[config.mk]
export PLATFORM = sky130hd
export DESIGN_NAME = crc_serial_engine
export DESIGN_NICKNAME = d
export VERILOG_FILES = /design/src/rtl/crc_serial_engine.sv
export SDC_FILE = /design/constraint.sdc
export NUM_CORES = 1
export LEC_CHECK = 0
export ABC_AREA = 1
export BUFFER_PORTS_ARGS = -buffer_cell sky130_fd_sc_hd__buf_2
export CELL_PAD_IN_SITES_DETAIL_PLACEMENT = 2
export CELL_PAD_IN_SITES_GLOBAL_PLACEMENT = 2
export CORE_MARGIN = 2
export CORE_UTILIZATION = 30
export CTS_BUF_LIST = sky130_fd_sc_hd__clkbuf_4 sky130_fd_sc_hd__clkbuf_8
export DETAILED_ROUTE_END_ITERATION = 6
export PLACE_DENSITY = 0.74
export RECOVER_POWER = 50
export SYNTH_ARGS = -nofsm -noshare
export SYNTH_HDL_FRONTEND = slang
export SYNTH_SLANG_ARGS = --single-unit
[constraint.sdc]
create_clock -name clk -period 1.2 [get_ports clk]
set_input_delay 0.12 -clock clk [delete_from_list [all_inputs] [get_ports clk]]
set_output_delay 0.12 -clock clk [all_outputs]
set_load 0.02 [all_outputs]
[src/rtl/crc_serial_engine.sv]
// Bit-serial CRC engine: absorbs a valid-qualified MSB-first bit stream, then either
// emits the inverted remainder (generate) or compares it against the residue (check).
module crc_serial_engine #(
  parameter int               WIDTH   = 5,
  parameter logic [WIDTH-1:0] POLY    = 5'h05,
  parameter logic [WIDTH-1:0] INIT    = {WIDTH{1'b1}},
  parameter logic [WIDTH-1:0] RESIDUE = 5'h0C
) (
  input  logic clk,
  input  logic rst,
  input  logic crc_start,
  input  logic chk_mode,
  input  logic s_in,
  input  logic s_valid,
  input  logic out_en,
  output logic crc_out,
  output logic crc_ready,
  output logic crc_done,
  output logic crc_ok,
  input  logic crc_rec
);

  localparam int CW = $clog2(WIDTH + 1);

  typedef enum logic [1:0] {IDLE, CALC, EMIT, DONE} state_t;

  state_t           state_q, state_d;
  logic [WIDTH-1:0] rem_q, rem_d;
  logic [CW-1:0]    cnt_q, cnt_d;
  logic             chk_q, chk_d;
  logic             ok_q, ok_d;

  logic             fb;
  logic [WIDTH-1:0] rem_upd;
  logic             rem_bit;

  always_ff @(posedge clk or posedge rst) begin
    if (rst) begin
      state_q <= IDLE;
      rem_q   <= INIT;
      cnt_q   <= '0;
      chk_q   <= 1'b0;
      ok_q    <= 1'b0;
    end else begin
      state_q <= state_d;
      rem_q   <= rem_d;
      cnt_q   <= cnt_d;
      chk_q   <= chk_d;
      ok_q    <= ok_d;
    end
  end

  always_comb begin
    fb      = s_in ^ rem_q[WIDTH-1];
    rem_upd = {rem_q[WIDTH-2:0], 1'b0} ^ (fb ? POLY : '0);

    state_d = state_q;
    rem_d   = rem_q;
    cnt_d   = cnt_q;
    chk_d   = chk_q;
    ok_d    = ok_q;

    unique case (state_q)
      IDLE: begin
        // rem_q is INIT here, so the first bit can be absorbed on the start cycle
        if (crc_start) begin
          state_d = CALC;
          chk_d   = chk_mode;
          if (s_valid) rem_d = rem_upd;
        end
      end
      CALC: begin
        if (!crc_start) begin
          if (chk_q) begin
            state_d = DONE;
            ok_d    = (rem_q == RESIDUE);
          end else begin
            state_d = EMIT;
            cnt_d   = '0;
          end
        end else if (s_valid) begin
          rem_d = rem_upd;
        end
      end
      EMIT: begin
        if (out_en) begin
          cnt_d = cnt_q + CW'(1);
          if (cnt_q == CW'(WIDTH - 1)) begin
            state_d = DONE;
            ok_d    = 1'b0;
          end
        end
      end
      DONE: begin
        if (crc_rec) begin
          state_d = IDLE;
          rem_d   = INIT;
          ok_d    = 1'b0;
          cnt_d   = '0;
        end
      end
      default: state_d = IDLE;
    endcase
  end

  // Select rem[WIDTH-1-cnt] without an oversized index
  always_comb begin
    rem_bit = 1'b0;
    for (int i = 0; i < WIDTH; i++) begin
      if (cnt_q == CW'(WIDTH - 1 - i)) rem_bit = rem_q[i];
    end
  end

  assign crc_ready = (state_q == EMIT);
  assign crc_out   = crc_ready & ~rem_bit;
  assign crc_done  = (state_q == DONE);
  assign crc_ok    = crc_done & ok_q;

endmodule
Yosys cells after proc, flatten, opt, wreduce, memory -nomap -nowiden
Index checks and enable logic that the tools add are counted.
{"block": "classes", "addsub": 1, "eq_ne": 17, "mux": 28, "bitwise": 5, "n_reduce_logical": 10}
{"cell": "3-bit 2-to-1 mux", "count": 5}
{"cell": "5-bit 2-to-1 mux", "count": 3}
{"cell": "1-bit 2-to-1 mux", "count": 11}
{"cell": "2-bit 2-to-1 mux", "count": 5}
{"cell": "2-bit != test, second input constant", "count": 5}
{"cell": "5-bit case mux with 2 select lines", "count": 1}
{"cell": "5-bit AND reduction", "count": 2}
{"cell": "3-bit case mux with 3 select lines", "count": 1}
{"cell": "2-bit by 1-bit != test with 1-bit output, second input constant", "count": 4}
{"cell": "2-bit case mux with 4 select lines", "count": 1}
{"cell": "3-bit by 2-bit equality test with 1-bit output, second input constant", "count": 2}
{"cell": "6-bit AND reduction", "count": 1}
{"cell": "5-bit by 4-bit equality test with 1-bit output, second input constant", "count": 1}
{"cell": "5-bit by 3-bit XOR with 5-bit output", "count": 1}
{"cell": "2-bit equality test, second input constant", "count": 2}
{"cell": "4-bit AND reduction", "count": 1}
{"cell": "3-bit by 1-bit adder with 3-bit output, second input constant", "count": 1}
{"cell": "3-bit by 1-bit equality test with 1-bit output, second input constant", "count": 1}
{"cell": "3-bit equality test, second input constant", "count": 1}
{"cell": "3-bit logical NOT", "count": 1}
{"cell": "1-bit case mux with 3 select lines", "count": 1}
{"cell": "3-bit nonzero test", "count": 1}
{"cell": "1-bit AND", "count": 2}
{"cell": "2-bit by 1-bit equality test with 1-bit output, second input constant", "count": 1}
{"cell": "6 further kinds", "count": 6}
{"block": "totals", "regBits": 12, "in_bits": 8, "out_inout_bits": 4, "wordCells": 66}

Logic depth before layout (Yosys ltp)
{"block": "logic_depth", "depth_word": 8, "depth_mapped": 9, "depth_no_buf": 9}

Worst setup path after synthesis
No wires, ideal clock.
{"block": "synth_path", "kind": "register to output", "startpoint": "reg cnt_q[0]", "endpoint": "out crc_out", "t_arrival_ns": 1.430, "required_time_ns": 1.080, "slack_ns": -0.350, "stages_incl_launch_ff": 10, "path_buffers": 0, "path_cell_list": "dfrtp_1 ha_1 ha_1 nand2_1 inv_1 nor2_1 nand2_1 nand2_1 nand2_1 a21oi_1"}
{"block": "synth_between", "elab_chain_cells": 8, "elab_cells_between_ends": 12, "classes_between": "eq/ne: 4; mux: 5; bitwise: 2; reduce/logical: 1"}
{"item": "start: declaration", "line_no": "29", "text": "logic [CW-1:0] cnt_q, cnt_d;"}
{"item": "start signal: assignment", "line_no": "47", "text": "cnt_q <= cnt_d;"}
{"item": "3-bit equality test", "line_no": "110", "text": "if (cnt_q == CW'(WIDTH - 1 - i)) rem_bit = rem_q[i];"}
{"item": "1-bit 2-to-1 mux (4 in series)", "line_no": "110"}
{"item": "1-bit 2-to-1 mux (*)", "line_no": "110"}
{"item": "1-bit inverter (*)", "line_no": "115", "text": "assign crc_out = crc_ready & ~rem_bit;"}
{"item": "1-bit AND (*)", "line_no": "115"}
{"item": "end: declaration", "line_no": "16", "text": "output logic crc_out,"}
Mark *: on every way between the ends. The rest lies on a longest branch, timed or not.

Worst setup path in the final report
{"block": "layout_path", "startpoint": "reg cnt_q[1]", "endpoint": "out crc_out"}
The elaborated chain is that of the path after synthesis.

==> summary.txt <==
Total GRT Usage - 26.6%
CTS Root Buffer Type - clkbuf_4
first-pass GRT wire length - 6.36 mm
routability cong. - 0.739
Reg2Reg Setup Slack - -0.47 ns
Leak - 0.751 nW
GRT Residual Overflow - 0
PD cells - 3120 nW/um2
Max Freq - 528 MHz
core area - 2810 um2
final setup violating endpoints - 16
Tmin final - 1.89 ns
final hold violations - 0
Post-layout nets - 186
hpwl dp - 2.14 mm
r2r worst-path depth - 8
flops & latches, synth - 12
clock sinks - 12
die area - 3470 um2
run status - finished with violations
CP arrival - 1.77 ns
failing checks - negative setup slack
Via-to-Cell Ratio - 5.20
Slew headroom - 64.2%
via total after detailed routing - 1,034
chip height - 58.9 um
clock skew - 0.00539 ns
# port buffers - 11
Critical Path Start Type - register
Critical Path End Type - output pin
fin. max-slew vios - 0
diode count - 0
final instance area - 1580 um2
Worst Hold Class - primary input to register
fin crit share - 158%
Worst-Skew Late Latency - 0.29 ns
hold depth - 3
vias in the first global route - 1,183
maximum clock path buffer count - 2
initial antenna violation count - 0
cell area after synthesis - 905 um2
TritonCTS clock tree - yes
largest fanout on the critical path - 3
RSZ-0062 raised after global routing - yes
Worst Slack Setup Final - -0.694 ns
Seq/Total Area, Yosys - 33.9%
total CTS buffers - 3
Crit Path Class - register to output pin
maximum number of pins on one net before global-route repair - 13
Routed Antenna Nets - 0
worst path required time - 1.08 ns
DRC violations left - 0
syn nets - 139
Worst-Margin Slew - 0.536 ns
Worst IR Drop VDD - 1.61 mV
Util after Layout - 56.2%
Iteration-0 DRC Markers - 43
Avg Inst Size Synth - 7.41 um2
io pins - 12
starting density of the core - 32.2%
first-pass iteration count of the detailed router - 4
Synth-to-Final Area Change - 74.1%
Syn. warnings - 0
num rows - 19
Total Wirelength - 4.97 mm
CTS H-tree lvls - 1
die width - 58.9 um
max-cap violations - 0
Avg WL per Cell - 25.0 um
Synth Instances - 122
overall power consumption - 4.92 mW
Post-Place Cell Area - 1180 um2
Worst-path clk slew - 0.08 ns
post-synth cell types - 25
Place WS - -0.355 ns
layout cell share with drive strength beyond 1 - 64.9%
## sequential cells by signal, indices dropped and copies added, names as in the netlist
signal and count:
ok_q 1, chk_q 1, cnt_q 3, rem_q 5
state_q 2
## cells by family (layout without fill, tap and decap cells)
logic type | count (synthesis) | after routing | share of synthesized area, %
buffers and inverters | 23 | 68 | 10.4
flip-flops | 12 | 12 | 33.9
AO/OA/AOI/OAI | 17 | 17 | 10.5
AND/OR/NAND/NOR | 59 | 60 | 30.8
adder cells (fa/ha/maj) | 9 | 9 | 12.4
XOR/XNOR | 2 | 2 | 1.94
## through the flow
| stage | setup TNS [ns] | hold WS (ns) | std cells |
|---|---|---|---|
| floorplan | -1.02 | -0.0189 | 122 |
| detailed placement | -2.89 | 0.169 | 179 |
| global placement | -2.38 | 0.167 | 179 |
| finish | -5.43 | 0.0909 | 199 |
| CTS | -4.23 | 0.0828 | 193 |
| global route | -6.13 | 0.102 | 199 |
## power breakdown
group,leakage [nW],internal [mW],switching (mW)
Sequential,0.137,0.657,0.281
Combinational,0.595,1.64,2.03
Clock,0.0184,0.152,0.158
## final timing paths
path | from | to
setup / recovery | cnt_q[1] | crc_out
hold / removal | chk_mode | chk_q
setup reg to reg | state_q[0] | ok_q
hold reg to reg | rem_q[3] | rem_q[3]
max in group asynchronous | rst | state_q[0]
min in group asynchronous | rst | chk_q
## synth_stat cells
library cell | n | share of area (%)
nand2_1 | 33 | 14
inv_1 | 22 | 9.1
nor2_1 | 13 | 5.4
ha_1 | 9 | 12
o21ai_1 | 8 | 4.4
dfrtp_1 | 7 | 19
dfstp_2 | 5 | 15
nand3_1 | 4 | 2.2
o21ai_0 | 3 | 1.7
a21oi_1 | 2 | 1.1
nor2_4 | 2 | 2.5
a211oi_1 | 1 | 0.83
a21oi_2 | 1 | 0.97
a31oi_1 | 1 | 0.69
buf_6 | 1 | 1.2
nand2_2 | 1 | 0.69
nand2_4 | 1 | 1.2
nand3_2 | 1 | 1.1
nand3_4 | 1 | 1.9
nand4_1 | 1 | 0.69
nor2_2 | 1 | 0.69
o21bai_1 | 1 | 0.83
or2_1 | 1 | 0.69
xnor2_1 | 1 | 0.97
xor2_1 | 1 | 0.97
## layer usage
layer,up-vias,GRT usage [%],wire (um)
met1,525,27.5,1840
met5,-,0,0
met4,0,9.09,222
met2,23,51.9,2760
met3,16,5.49,144
li1,470,-,-
## final cells by class
| class | instances | area (um2) |
|---|---|---|
| well taps | 31 | 38.8 |
| clock buffers | 4 | 30.0 |
| fillers | 287 | 1230 |
| flip-flops and latches | 12 | 312 |
| repair buffers | 42 | 370 |
| multi-input cells | 88 | 742 |
| inverters | 22 | 82.6 |
## timing repair
item                       in CTS  in global routing
setup endpoints to repair      15                 16
resized for setup              40                 28
buffers inserted                8                  6
pin swaps                      12                 10
gates cloned                    1                  0
hold buffers                    1                  0
hold endpoints to repair        7                  0
## critical path: stages, from the launching register on
cell and delay, ns:
dfrtp_2 0.46, ha_4 0.19, ha_4 0.16, nand2_2 0.07, inv_2 0.04, nor2_2 0.08, nand2_1 0.07, nand2_1 0.09
nand2_2 0.07, a21oi_4 0.12, buf_6 0.13
## cells in the final DEF, fill, tap and decap left out, types with 6 or more instances in the layout
cell | netlist | final
ha_4 | 0 | 6
o21ai_2 | 0 | 7
nand2_2 | 1 | 17
nor2_1 | 13 | 10
buf_2 | 0 | 7
inv_1 | 22 | 13
inv_2 | 0 | 9
buf_6 | 1 | 10
buf_4 | 0 | 21
nand2_1 | 33 | 16
(Power assumes the default switching activity.)
